==> src/rtl/ysyx_23060184_fetch_unit_pkg.sv <==
// Shared fetch-stage definitions: FSM state encodings, the bus response code
// and the fault cause codes reported to the rest of the core.
package ysyx_23060184_fetch_unit_pkg;

    typedef enum logic [2:0] {
        S_AR      = 3'd0,
        S_R       = 3'd1,
        S_ISSUE   = 3'd2,
        S_WAIT_WB = 3'd3,
        S_FAULT   = 3'd4
    } state_t;

    localparam logic [1:0] RESP_OKAY = 2'b00;

    localparam int FAULT_CAUSE_LENGTH = 2;
    typedef logic [FAULT_CAUSE_LENGTH-1:0] fault_cause_t;

    localparam fault_cause_t FAULT_NONE     = 2'd0;
    localparam fault_cause_t FAULT_BUS      = 2'd1;
    localparam fault_cause_t FAULT_MISALIGN = 2'd2;
    localparam fault_cause_t FAULT_TIMEOUT  = 2'd3;

    function automatic logic word_aligned(input logic [1:0] addr_lsb);
        return addr_lsb == 2'b00;
    endfunction

endpackage

==> src/rtl/ysyx_23060184_fetch_unit_if.sv <==
// Fetch-stage port bundle: AXI4-Lite-style read channel, decode handshake,
// writeback feedback and fault/status outputs.
interface ysyx_23060184_fetch_unit_if
    import ysyx_23060184_fetch_unit_pkg::*;
#(
    parameter int DATA_WIDTH = 32
);
    logic [DATA_WIDTH-1:0] araddr;
    logic                  arvalid;
    logic                  arready;
    logic [DATA_WIDTH-1:0] rdata;
    logic [1:0]            rresp;
    logic                  rvalid;
    logic                  rready;
    logic [DATA_WIDTH-1:0] Inst;
    logic [DATA_WIDTH-1:0] PC;
    logic [DATA_WIDTH-1:0] PCPlus4;
    logic                  Ivalid;
    logic                  Dready;
    logic                  Wvalid;
    logic [DATA_WIDTH-1:0] NextPC;
    logic                  Fault;
    fault_cause_t          FaultCause;
    logic [DATA_WIDTH-1:0] FetchCnt;

    modport master (
        output araddr, arvalid, rready, Inst, PC, PCPlus4, Ivalid,
               Fault, FaultCause, FetchCnt,
        input  arready, rdata, rresp, rvalid, Dready, Wvalid, NextPC
    );

    modport slave (
        input  araddr, arvalid, rready, Inst, PC, PCPlus4, Ivalid,
               Fault, FaultCause, FetchCnt,
        output arready, rdata, rresp, rvalid, Dready, Wvalid, NextPC
    );
endinterface

==> src/rtl/ysyx_23060184_fetch_unit.sv <==
// Instruction fetch: one bus read per retired instruction, held for decode until
// Dready, then waits for writeback's NextPC. Bus/alignment/timeout errors park it in S_FAULT.
module ysyx_23060184_fetch_unit
    import ysyx_23060184_fetch_unit_pkg::*;
#(
    parameter int                    DATA_WIDTH = 32,
    parameter logic [DATA_WIDTH-1:0] RESET_PC   = DATA_WIDTH'(32'h8000_0000),
    parameter int                    TIMEOUT    = 255
) (
    input  logic                       clk,
    input  logic                       rstn,
    ysyx_23060184_fetch_unit_if.master bus
);

    localparam int              TW          = $clog2(TIMEOUT + 2);
    localparam logic [TW-1:0]   TIMEOUT_VAL = TW'(TIMEOUT);

    state_t                state;
    logic [TW-1:0]         timer;
    logic [DATA_WIDTH-1:0] pc_q;
    logic [DATA_WIDTH-1:0] inst_q;
    logic [DATA_WIDTH-1:0] fetch_cnt_q;
    logic                  arvalid_q;
    logic                  rready_q;
    logic                  ivalid_q;
    logic                  fault_q;
    fault_cause_t          cause_q;

    logic waiting;
    logic timeout_hit;

    // The out-of-reset S_AR cycle has arvalid low, so it is not counted as waiting.
    assign waiting     = ((state == S_AR) && arvalid_q) || (state == S_R);
    assign timeout_hit = (TIMEOUT != 0) && (timer == TIMEOUT_VAL);

    always_ff @(posedge clk or negedge rstn) begin
        if (!rstn) begin
            state       <= S_AR;
            timer       <= '0;
            pc_q        <= RESET_PC;
            inst_q      <= '0;
            fetch_cnt_q <= '0;
            arvalid_q   <= 1'b0;
            rready_q    <= 1'b0;
            ivalid_q    <= 1'b0;
            fault_q     <= 1'b0;
            cause_q     <= FAULT_NONE;
        end else begin
            timer <= waiting ? timer + 1'b1 : '0;
            case (state)
                S_AR: begin
                    if (arvalid_q && bus.arready) begin
                        state     <= S_R;
                        arvalid_q <= 1'b0;
                        rready_q  <= 1'b1;
                        timer     <= '0;
                    end else if (waiting && timeout_hit) begin
                        state     <= S_FAULT;
                        arvalid_q <= 1'b0;
                        fault_q   <= 1'b1;
                        cause_q   <= FAULT_TIMEOUT;
                        timer     <= '0;
                    end else begin
                        arvalid_q <= 1'b1;
                    end
                end
                S_R: begin
                    if (bus.rvalid) begin
                        rready_q <= 1'b0;
                        timer    <= '0;
                        if (bus.rresp == RESP_OKAY) begin
                            inst_q   <= bus.rdata;
                            ivalid_q <= 1'b1;
                            state    <= S_ISSUE;
                        end else begin
                            state   <= S_FAULT;
                            fault_q <= 1'b1;
                            cause_q <= FAULT_BUS;
                        end
                    end else if (timeout_hit) begin
                        state    <= S_FAULT;
                        rready_q <= 1'b0;
                        fault_q  <= 1'b1;
                        cause_q  <= FAULT_TIMEOUT;
                        timer    <= '0;
                    end
                end
                S_ISSUE: begin
                    if (bus.Dready) begin
                        ivalid_q    <= 1'b0;
                        fetch_cnt_q <= fetch_cnt_q + 1'b1;
                        state       <= S_WAIT_WB;
                    end
                end
                S_WAIT_WB: begin
                    if (bus.Wvalid) begin
                        if (word_aligned(bus.NextPC[1:0])) begin
                            pc_q      <= bus.NextPC;
                            arvalid_q <= 1'b1;
                            state     <= S_AR;
                        end else begin
                            state   <= S_FAULT;
                            fault_q <= 1'b1;
                            cause_q <= FAULT_MISALIGN;
                        end
                    end
                end
                S_FAULT: begin
                    state <= S_FAULT;
                end
                default: begin
                    state     <= S_FAULT;
                    arvalid_q <= 1'b0;
                    rready_q  <= 1'b0;
                    ivalid_q  <= 1'b0;
                    fault_q   <= 1'b1;
                end
            endcase
        end
    end

    assign bus.araddr     = pc_q;
    assign bus.arvalid    = arvalid_q;
    assign bus.rready     = rready_q;
    assign bus.Inst       = inst_q;
    assign bus.PC         = pc_q;
    assign bus.PCPlus4    = pc_q + DATA_WIDTH'(4);
    assign bus.Ivalid     = ivalid_q;
    assign bus.Fault      = fault_q;
    assign bus.FaultCause = cause_q;
    assign bus.FetchCnt   = fetch_cnt_q;

endmodule
==> src/flat_wrapper.sv <==
// flat-port wrapper written by rule: the top's interface ports become plain ports
module ysyx_23060184_fetch_unit_flat import ysyx_23060184_fetch_unit_pkg::*;
#(
    parameter int                    DATA_WIDTH = 32,
    parameter logic [DATA_WIDTH-1:0] RESET_PC   = DATA_WIDTH'(32'h8000_0000),
    parameter int                    TIMEOUT    = 255
)
  (clk, rstn, bus_araddr, bus_arvalid, bus_rready, bus_Inst, bus_PC, bus_PCPlus4, bus_Ivalid, bus_Fault, bus_FaultCause, bus_FetchCnt, bus_arready, bus_rdata, bus_rresp, bus_rvalid, bus_Dready, bus_Wvalid, bus_NextPC);
  ysyx_23060184_fetch_unit_if #(.DATA_WIDTH(DATA_WIDTH)) bus_i ();
  input  logic clk;
  input  logic rstn;
  output wire logic [$bits(bus_i.araddr)-1:0] bus_araddr;
  output wire logic [$bits(bus_i.arvalid)-1:0] bus_arvalid;
  output wire logic [$bits(bus_i.rready)-1:0] bus_rready;
  output wire logic [$bits(bus_i.Inst)-1:0] bus_Inst;
  output wire logic [$bits(bus_i.PC)-1:0] bus_PC;
  output wire logic [$bits(bus_i.PCPlus4)-1:0] bus_PCPlus4;
  output wire logic [$bits(bus_i.Ivalid)-1:0] bus_Ivalid;
  output wire logic [$bits(bus_i.Fault)-1:0] bus_Fault;
  output wire logic [$bits(bus_i.FaultCause)-1:0] bus_FaultCause;
  output wire logic [$bits(bus_i.FetchCnt)-1:0] bus_FetchCnt;
  input wire logic [$bits(bus_i.arready)-1:0] bus_arready;
  input wire logic [$bits(bus_i.rdata)-1:0] bus_rdata;
  input wire logic [$bits(bus_i.rresp)-1:0] bus_rresp;
  input wire logic [$bits(bus_i.rvalid)-1:0] bus_rvalid;
  input wire logic [$bits(bus_i.Dready)-1:0] bus_Dready;
  input wire logic [$bits(bus_i.Wvalid)-1:0] bus_Wvalid;
  input wire logic [$bits(bus_i.NextPC)-1:0] bus_NextPC;
  assign bus_araddr = bus_i.araddr;
  assign bus_arvalid = bus_i.arvalid;
  assign bus_rready = bus_i.rready;
  assign bus_Inst = bus_i.Inst;
  assign bus_PC = bus_i.PC;
  assign bus_PCPlus4 = bus_i.PCPlus4;
  assign bus_Ivalid = bus_i.Ivalid;
  assign bus_Fault = bus_i.Fault;
  assign bus_FaultCause = bus_i.FaultCause;
  assign bus_FetchCnt = bus_i.FetchCnt;
  assign bus_i.arready = bus_arready;
  assign bus_i.rdata = bus_rdata;
  assign bus_i.rresp = bus_rresp;
  assign bus_i.rvalid = bus_rvalid;
  assign bus_i.Dready = bus_Dready;
  assign bus_i.Wvalid = bus_Wvalid;
  assign bus_i.NextPC = bus_NextPC;
  ysyx_23060184_fetch_unit #(.DATA_WIDTH(DATA_WIDTH), .RESET_PC(RESET_PC), .TIMEOUT(TIMEOUT)) u_core (.clk(clk), .rstn(rstn), .bus(bus_i));
endmodule
==> config.mk <==
export PLATFORM = sky130hd
export DESIGN_NAME = ysyx_23060184_fetch_unit_flat
export DESIGN_NICKNAME = d
export VERILOG_FILES = /design/src/rtl/ysyx_23060184_fetch_unit_pkg.sv /design/src/rtl/ysyx_23060184_fetch_unit_if.sv /design/src/rtl/ysyx_23060184_fetch_unit.sv /design/src/flat_wrapper.sv
export SDC_FILE = /design/constraint.sdc
export NUM_CORES = 1
export LEC_CHECK = 0
export BUFFER_PORTS_ARGS = -buffer_cell sky130_fd_sc_hd__buf_2
export CAP_MARGIN = 25
export CORE_ASPECT_RATIO = 0.5
export CORE_UTILIZATION = 48
export CTS_CLUSTER_DIAMETER = 80
export DETAILED_ROUTE_END_ITERATION = 6
export PLACE_DENSITY = 0.8
export SETUP_SLACK_MARGIN = 0.2
export SLEW_MARGIN = 40
export SYNTH_ARGS = -nofsm -noshare
export SYNTH_HDL_FRONTEND = slang
export SYNTH_SLANG_ARGS = --single-unit
==> constraint.sdc <==
create_clock -name clk -period 2.8 [get_ports clk]
set_input_delay 0.56 -clock clk [delete_from_list [all_inputs] [get_ports clk]]
set_output_delay 0.56 -clock clk [all_outputs]
set_load 0.005 [all_outputs]
==> results of run 1 <==
[worst max-delay path: stages (launching register included)]
cell and delay (ns):
dfrtp_1 0.45, nand3_1 0.20, nor4_2 0.33, nor4b_4 0.26, xor2_1 0.19, buf_2 0.14
[registers in the layout, indices dropped and copies added (netlist names), 2 cells and up]
name                   flops
u_core.timer               9
u_core.bus.PC             32
u_core.bus.Inst           32
u_core.bus.FetchCnt       32
u_core.bus.FaultCause      2
u_core.state               3
[stage by stage]
step           instance area (um^2)   util
6_report                       7520  0.670
3_5_place_dp                   6770  0.603
5_1_grt                        7520  0.670
3_3_place_gp                   6770  0.603
2_1_floorplan                  5640      -
4_1_cts                        7460  0.665
[power by group through the flow]
stage | combinational, W | clock (W) | sequential, W
detailed placement | 0.0000954 | 0 | 0.00168
finish | 0.0000927 | 0.00233 | 0.00165
CTS | 0.0000958 | 0.00239 | 0.00165
global placement | 0.0000934 | 0 | 0.00168
floorplan | 0.00000397 | 0 | 0.00168
global route | 0.000105 | 0.00247 | 0.00165
[cell usage in the layout, fill, tap and decap left out, types with 12 or more instances in the layout]
cell       synthesis  layout
buf_2             13     236
dfrtp_1          113      93
dfrtp_2            0      20
buf_4             36      12
clkbuf_16          0      17
nand4_1           31      31
xnor2_1           54      54
nand3_1           31      31
mux2_2            62      62
xor2_1            12      12
nor2_1            24      23
nand2_1           28      28
[worst min path at each step]
stage	start	endpoint	slack [ns]	depth (start not counted)
2_1_floorplan	rstn	u_core.bus.Fault$_DFFE_PN0P_	0.26	0
3_3_place_gp	u_core.bus.Fault$_DFFE_PN0P_	u_core.bus.Fault$_DFFE_PN0P_	0.44	1
3_5_place_dp	u_core.bus.Fault$_DFFE_PN0P_	u_core.bus.Fault$_DFFE_PN0P_	0.44	1
4_1_cts	rstn	u_core.bus.Fault$_DFFE_PN0P_	0.15	1
5_1_grt	rstn	u_core.bus.FaultCause[1]$_DFFE_PN0P_	0.17	1
6_report	rstn	u_core.bus.FaultCause[1]$_DFFE_PN0P_	0.14	1
[layer usage]
layer  vias up  global-route usage
met1      2146               0.271
met2       188               0.364
li1       2121                   -
met3        12              0.0596
met5         -                   0
met4         0              0.0745
[cell type report]
cell class	instances	area (um^2)
Sequential cell	114	2880
Timing Repair Buffer	251	1310
Tap cell	159	199
Inverter	8	30.0
Clock buffer	21	460
Clock inverter	11	183
Fill cell	862	3700
Multi-Input combinational cell	312	2450
[timing repair]
item                       CTS  global route
pin swaps                    3             4
hold endpoints to repair     0             0
setup endpoints to repair   16            16
setup buffers                4             2
gates resized for setup      9            20
hold buffers                 0             0
[cell families (layout without fill, tap and decap cells)]
logic type	after synthesis	after routing	synth area share
multiplexers	62	62	0.124
buffers and inverters	58	291	0.0654
AND/OR/NAND/NOR	160	160	0.170
AO/OA/AOI/OAI	20	20	0.0242
XOR/XNOR	66	66	0.102
flip-flops	114	114	0.506
adder cells (fa/ha/maj)	4	4	0.00887
==> results.cfg, run 1 <==
[run_status]
status = complete, no violations

[yosys]
yosysTopAreaCell = dfrtp_1
synthDistinctLibCells = 43
syn_inst = 484
async_flop_share = 1.00
synth.area.top_cells = dfrtp_1 50%, mux2_2 12%, xnor2_1 8.4%
synthFlopType = dfrtp_1
ys_warn_count = 0
synth.most_common_cell = dfrtp_1
syn_area_mm2 = 0.00564
syn_avg_cell_area_um2 = 11.7
yosys_register_bits = 114
netlist_top_cells_count = 113 x dfrtp_1, 62 x mux2_2, 54 x xnor2_1, 36 x buf_4
seq_area_frac_synth = 0.506
synth_top_area_frac = 0.501
synth_edf_count = 0
syn_nets = 560

[pwr]
clkPwrFrac = 0.572
power.total_w = 0.00408
p_leak_nw = 4.06
swShare = 0.188
power_switching_w = 0.000765
p_int_w = 0.00331
comb_power_share = 0.023
power_frac_seq = 0.405
max-vdd-ir-drop_mv = 0.466
p_per_area_mw_per_mm2 = 542

[placement]
gp_congestion = 0.879
preCtsSetupSlack_ns = 0.378
dp_hpwl_um = 9510
dp_cells = 838
portBuffers = 237

[clock_network]
cts_tree = yes
clkTransAtPathRegs_ns = 0.05
cts_htree_levels = 4
numClockSinks = 114
worstSkewPairLatency_ns = 0.39
clock_tree.root_cell = clkbuf_16
clk_path_buf_depth = 2
cts_buffers = 17

[routing]
totalWireLength_um = 13200
vias = 4467
wl_per_cell_um = 15.0
drtIter0Drc = 397
first_pass_iters = 4
dr_wl_met2_um = 6620
ant_nets = 0
drc = 0
m1WireLength_um = 5560
wl_met3_um = 855
vias_per_cell = 5.10
maxUsedRoutingLayer = met4

[global_routing]
grt_util_all_layers = 0.217
antenna_found_initial = 0
grt_max_degree = 43
grt_pass1_vias = 4155
overflow = 0
grt_first_pass_wirelength_um = 20700

[timing]
fmax_mhz = 396
fin_skew_ns = 0.0107
setup_slack_ns = 0.276
slew_headroom = 0.565
fin_crit_sh = 0.901
fin_tns_setup_ns = 0
rsz0062_at_grt = true
slew_viol_final = 0
holdWs_ns = 0.140
period_needed_ns = 2.52
setup_viol = 0
hold_viol_final = 0
tightest_slew_ns = 0.648

[floorplanning]
fp.dieH_um = 78.7
rows = 27
core-area_mm2 = 0.0112
io_pins = 238
start_util = 0.503
die-area_mm2 = 0.0122
die_x_um = 155

[job]
maxCapViolations = 0

[critical_path]
ff2ff_setup_slack_ns = 0.46
setup.worst_path.start = u_core.bus.PC[21]$_DFFE_PN0P_
path_max_fanout = 6
reg2reg_from = u_core.timer[0]$_DFF_PN0_
cp.required_ns = 2.24
start_kind = flip-flop
critPathArrivalTime_ns = 1.96
reg2regPathDepth = 9
r2r_end = u_core.bus.FaultCause[1]$_DFFE_PN0P_
path_class = flip-flop to output pin
crit_end = bus_PCPlus4[31]
cp-end-kind = output pin

[cells_and_area]
drive_above_1_share = 0.527
area_delta_synth_final_pct = 33.2
fin_nets = 780
n_antenna_cell = 0
final_cells = 876

[min_path]
min_path_type = input port to asynchronous set/reset pin
(Power assumes the default switching activity.)
==> inputs of run 2 (changes only) <==
--- a/config.mk
+++ b/config.mk
@@ -8,11 +8,12 @@
 export BUFFER_PORTS_ARGS = -buffer_cell sky130_fd_sc_hd__buf_2
 export CAP_MARGIN = 25
 export CORE_ASPECT_RATIO = 0.5
-export CORE_UTILIZATION = 48
+export CORE_UTILIZATION = 44
 export CTS_CLUSTER_DIAMETER = 80
 export DETAILED_ROUTE_END_ITERATION = 6
-export PLACE_DENSITY = 0.8
+export PLACE_DENSITY = 0.77
 export SETUP_SLACK_MARGIN = 0.2
+export SKIP_LAST_GASP = 1
 export SLEW_MARGIN = 40
 export SYNTH_ARGS = -nofsm -noshare
 export SYNTH_HDL_FRONTEND = slang
==> constraint.sdc (replaced) <==
create_clock -name clk -period 2.3 [get_ports clk]
set_input_delay 0.46 -clock clk [delete_from_list [all_inputs] [get_ports clk]]
set_output_delay 0.46 -clock clk [all_outputs]
set_load 0.005 [all_outputs]
==> run 2 against run 1 <==
  * The run now ends with negative setup slack left
  * Final area rose by 6.4%
  * Worst setup slack got worse by 0.37 ns
  * First-iteration DRC count fell by 40%
  * Non-clock buffer count rose by 44
  * Hold slack improved by 0.15 ns
  * Utilization fell by 1.2 points
  * Largest power group unchanged
  * Sequential power rose by 22%
  * Global-route usage rose by 0.24 points
  * Largest cell class unchanged
  * Total power rose by 22%
==> results.cfg, run 2 (synthesized netlist as in run 1, its figures left out) <==
[run_status]
status = finished with violations
violations = negative setup slack

[global_routing]
antenna_found_initial = 0
overflow = 0
grt_max_degree = 49
grt_first_pass_wirelength_um = 22500
grt_pass1_vias = 4587
grt_util_all_layers = 0.219

[pwr]
swShare = 0.194
clkPwrFrac = 0.573
p_int_w = 0.00401
max-vdd-ir-drop_mv = 0.471
power_switching_w = 0.000968
p_leak_nw = 4.31
comb_power_share = 0.023
p_per_area_mw_per_mm2 = 622
power_frac_seq = 0.403
power.total_w = 0.00498

[floorplanning]
io_pins = 238
die-area_mm2 = 0.0133
core-area_mm2 = 0.0122
rows = 28
fp.dieH_um = 82.1
die_x_um = 162
start_util = 0.464

[clock_network]
numClockSinks = 114
clk_path_buf_depth = 2
clkTransAtPathRegs_ns = 0.06
cts_tree = yes
clock_tree.root_cell = clkbuf_16
cts_htree_levels = 4
cts_buffers = 17
worstSkewPairLatency_ns = 0.40

[critical_path]
cp.required_ns = 1.84
critPathTopFamily = simple AND/OR/NAND/NOR gates
start_kind = flip-flop
path_cells = ha_4, nand4_1, nor4_4, buf_6, buf_4, nand3_2, xnor2_1, buf_2
critPathArrivalTime_ns = 1.93
cp-end-kind = output pin
path_max_fanout = 8
cp_num_buf_inv = 3
slowest_stage = dfrtp_1
cpPeakStageDelay_ns = 0.39
path_class = flip-flop to output pin

[timing]
slew_headroom = 0.562
fmax_mhz = 418
fin_crit_sh = 1.04
holdWs_ns = 0.287
slew_viol_final = 0
rsz0062_at_grt = true
hold_viol_final = 0
period_needed_ns = 2.39
setup_slack_ns = -0.0922
setup_viol = 10
tightest_slew_ns = 0.653
fin_skew_ns = 0.0105

[routing]
vias_per_cell = 5.04
drc = 0
totalWireLength_um = 14600
ant_nets = 0
wl_per_cell_um = 15.8
drtIter0Drc = 237
first_pass_iters = 5
vias = 4664

[cells_and_area]
n_antenna_cell = 0
mostFrequentLayoutCells = 236 x buf_2, 98 x dfrtp_1, 62 x mux2_2
drive_above_1_share = 0.576
fin_nets = 824
area_delta_synth_final_pct = 41.7
final_common_cell = buf_2

[placement]
preCtsSetupSlack_ns = 0.0756
dp_hpwl_um = 9810
gp_congestion = 0.879
portBuffers = 237

[job]
maxCapViolations = 0

[min_path]
min_path_type = input port to flip-flop
[run 2: metrics by stage]
| step | utilization | TNS (ns) | std cells | area, um^2 |
|---|---|---|---|---|
| floorplan | - | 0 | 484 | 5640 |
| global placement | 0.566 | 0 | 859 | 6890 |
| detailed placement | 0.566 | 0 | 859 | 6890 |
| CTS | 0.647 | -0.247 | 918 | 7870 |
| global route | 0.658 | -2.25 | 925 | 8000 |
| finish | 0.658 | -0.321 | 925 | 8000 |
[run 2: metal layers]
layer,global-route usage,routed length [um],share of wire
met5,0,0,0
met4,0.0821,214,0.015
met3,0.0495,767,0.052
met2,0.394,7500,0.51
met1,0.261,6150,0.42
[run 2: worst register-to-register path, stage by stage (launching register included)]
cell	delay [ns]
dfrtp_1	0.40
ha_2	0.21
nand3_2	0.09
nor2_2	0.04
and3_1	0.20
ha_4	0.18
nor3_1	0.18
o21ai_2	0.11
and3_1	0.22
a22o_1	0.22
[run 2: final timing paths]
path	from	end	slack (ns)	cells past startpoint
max	u_core.bus.PC[3]$_DFFE_PN0P_	bus_PCPlus4[18]	-0.09	8
min	bus_rdata[26]	u_core.bus.Inst[26]$_DFFE_PN0P_	0.29	2
max reg2reg	u_core.timer[0]$_DFF_PN0_	u_core.bus.FaultCause[0]$_DFFE_PN0P_	0.34	9
min reg2reg	u_core.bus.Fault$_DFFE_PN0P_	u_core.bus.Fault$_DFFE_PN0P_	0.46	1
max in group asynchronous	rstn	u_core.bus.PC[31]$_DFFE_PN1P_	1.06	3
min in group asynchronous	rstn	u_core.bus.Fault$_DFFE_PN0P_	0.53	2
[run 2: power groups by stage]
stage	sequential, W	combinational [W]	clock, W
after floorplan	0.00204	0.00000483	0
after global placement	0.00204	0.000115	0
after detailed placement	0.00204	0.000117	0
after CTS	0.00201	0.000119	0.00291
after global routing	0.00201	0.000131	0.00301
final	0.00201	0.000115	0.00285
[run 2: area by class of cell]
cell class,count,area (um^2)
clock buffers,22,494
clock inverters,9,151
fillers,925,4160
inverters,8,32.5
multi-input cells,312,2570
flip-flops and latches,114,2870
well taps,165,206
repair buffers,295,1670
[run 2: what timing repair did]
item / CTS / global route
setup endpoints to repair: 29 / 42
gates resized for setup: 43 / 16
hold buffers: 1 / 0
buffers inserted: 27 / 7
pin swaps: 26 / 16
endpoints found under the hold margin: 25 / 0
==> inputs of run 3 (changes only) <==
--- a/config.mk
+++ b/config.mk
@@ -8,10 +8,10 @@
 export BUFFER_PORTS_ARGS = -buffer_cell sky130_fd_sc_hd__buf_2
 export CAP_MARGIN = 25
 export CORE_ASPECT_RATIO = 0.5
-export CORE_UTILIZATION = 44
+export CORE_UTILIZATION = 48
 export CTS_CLUSTER_DIAMETER = 80
 export DETAILED_ROUTE_END_ITERATION = 6
-export PLACE_DENSITY = 0.77
+export PLACE_DENSITY = 0.8
 export SETUP_SLACK_MARGIN = 0.2
 export SKIP_LAST_GASP = 1
 export SLEW_MARGIN = 40
==> constraint.sdc (replaced) <==
create_clock -name clk -period 2.5 [get_ports clk]
set_input_delay 0.5 -clock clk [delete_from_list [all_inputs] [get_ports clk]]
set_output_delay 0.5 -clock clk [all_outputs]
set_load 0.005 [all_outputs]
==> run 3 against run 2 <==
  * The flow now finishes without violations
  * First-iteration DRC count increased by 32%
  * Worst setup slack improved by 0.17 ns
  * Largest power group unchanged
  * Total power decreased by 6.4%
  * Hold slack got worse by 0.27 ns
  * Critical path depth fell by 1
  * Largest cell class unchanged
  * Register-to-register slack improved by 0.11 ns
  * Utilization grew 4.6 points
  * Via count up 0.94%
  * Sequential share of layout area increased by 0.65 points
  * Clock power decreased by 5%
==> results.cfg, run 3 (synthesized netlist as in run 1, its figures left out) <==
[run_status]
status = complete, no violations

[clock_network]
hold_buffers = 0
clock_tree.root_cell = clkbuf_16
clk_path_buf_depth = 2
numClockSinks = 114
cts_htree_levels = 4
worstSkewPairLatency_ns = 0.40
cts_buffers = 17
cts_tree = yes
clkTransAtPathRegs_ns = 0.06

[routing]
first_pass_iters = 4
drc = 0
ant_nets = 0
totalWireLength_um = 14600
vias = 4708
drtIter0Drc = 314
wl_per_cell_um = 16.0
vias_per_cell = 5.16

[floorplanning]
die_x_um = 155
die-area_mm2 = 0.0122
fp.dieH_um = 78.7
core-area_mm2 = 0.0112
rows = 27
io_pins = 238
start_util = 0.503

[global_routing]
grt_pass1_vias = 4506
overflow = 0
grt_util_all_layers = 0.238
grt_first_pass_wirelength_um = 22500
grt_max_degree = 48
antenna_found_initial = 0

[timing]
slew_headroom = 0.588
slew_viol_final = 0
setup_slack_ns = 0.0805
tightest_slew_ns = 0.614
fin_crit_sh = 0.968
setup_viol = 0
fin_skew_ns = 0.0114
fmax_mhz = 413
rsz0062_at_grt = true
fin_tns_setup_ns = 0
period_needed_ns = 2.42
hold_viol_final = 0

[critical_path]
reg2reg_from = u_core.timer[0]$_DFF_PN0_
reg2regPathDepth = 9
r2r_end = u_core.bus.FaultCause[1]$_DFFE_PN0P_
critPathArrivalTime_ns = 1.92
path_cells = ha_4, nand4_1, nor4_4, buf_6, nand4_1, xnor2_1, buf_2
cp_num_buf_inv = 2
critPathTopFamily = simple AND/OR/NAND/NOR gates
cp_common_cell = nand4_1
path_class = flip-flop to output pin
cp-end-kind = output pin
cp.required_ns = 2.00
cpPeakStageDelay_ns = 0.41
path_max_fanout = 8
slowest_stage = dfrtp_2
ff2ff_setup_slack_ns = 0.45
start_kind = flip-flop

[pwr]
power.total_w = 0.00466
p_per_area_mw_per_mm2 = 590
p_leak_nw = 4.27
max-vdd-ir-drop_mv = 0.482

[cells_and_area]
area_delta_synth_final_pct = 39.9
fin_nets = 816
final_cells = 912
drive_above_1_share = 0.571
final_common_cell = buf_2
n_antenna_cell = 0
mostFrequentLayoutCells = 236 x buf_2, 87 x dfrtp_1, 62 x mux2_2
final_core_util = 0.704

[min_path]
min_path_type = input port to asynchronous set/reset pin

[job]
maxCapViolations = 0

[placement]
portBuffers = 237
gp_congestion = 0.857
dp_hpwl_um = 9750
dp_cells = 839
preCtsSetupSlack_ns = 0.0706
## run 3: repair_timing
item,CTS,global route
gates resized for setup,34,19
setup endpoints to repair,25,25
pin swaps,7,14
buffers inserted,16,25
## run 3: where the power goes
part           internal (W)  switching [W]
sequential          0.00185              0
clock               0.00189       0.000814
combinational     0.0000474      0.0000579
total               0.00379       0.000872
## run 3: area by class of cell
type | instances | area [um^2]
Timing Repair Buffer | 287 | 1590
Fill cell | 847 | 3320
Tap cell | 159 | 199
Multi-Input combinational cell | 312 | 2530
Inverter | 8 | 30.0
Sequential cell | 114 | 2890
Clock inverter | 10 | 205
Clock buffer | 22 | 454
## run 3: per-layer routing
| metal | up-vias | track usage | share of wire |
|---|---|---|---|
| li1 | 2184 | - | - |
| met1 | 2343 | 0.296 | 0.43 |
| met2 | 167 | 0.408 | 0.51 |
| met3 | 14 | 0.0552 | 0.052 |
| met4 | 0 | 0.0863 | 0.012 |
| met5 | - | 0 | 0 |
## run 3: metrics by stage
| step | area (um^2) | hold WS, ns |
|---|---|---|
| floorplan | 5640 | 0.204 |
| global placement | 6770 | 0.438 |
| detailed placement | 6770 | 0.447 |
| CTS | 7630 | 0.0176 |
| global route | 7890 | 0.0290 |
| finish | 7890 | 0.0191 |
## run 3: worst max-delay path by stage
stage                     cells after the start                         start  slack [ns]               to
after global placement                        6  u_core.bus.PC[2]$_DFFE_PN0P_        0.20  bus_PCPlus4[26]
after global routing                          7  u_core.bus.PC[2]$_DFFE_PN0P_       0.005  bus_PCPlus4[26]
after floorplan                               5  u_core.bus.PC[2]$_DFFE_PN0P_        0.43  bus_PCPlus4[28]
after detailed placement                      6  u_core.bus.PC[2]$_DFFE_PN0P_        0.07  bus_PCPlus4[26]
after CTS                                     7  u_core.bus.PC[2]$_DFFE_PN0P_        0.03  bus_PCPlus4[26]
final                                         7  u_core.bus.PC[2]$_DFFE_PN0P_        0.08  bus_PCPlus4[26]
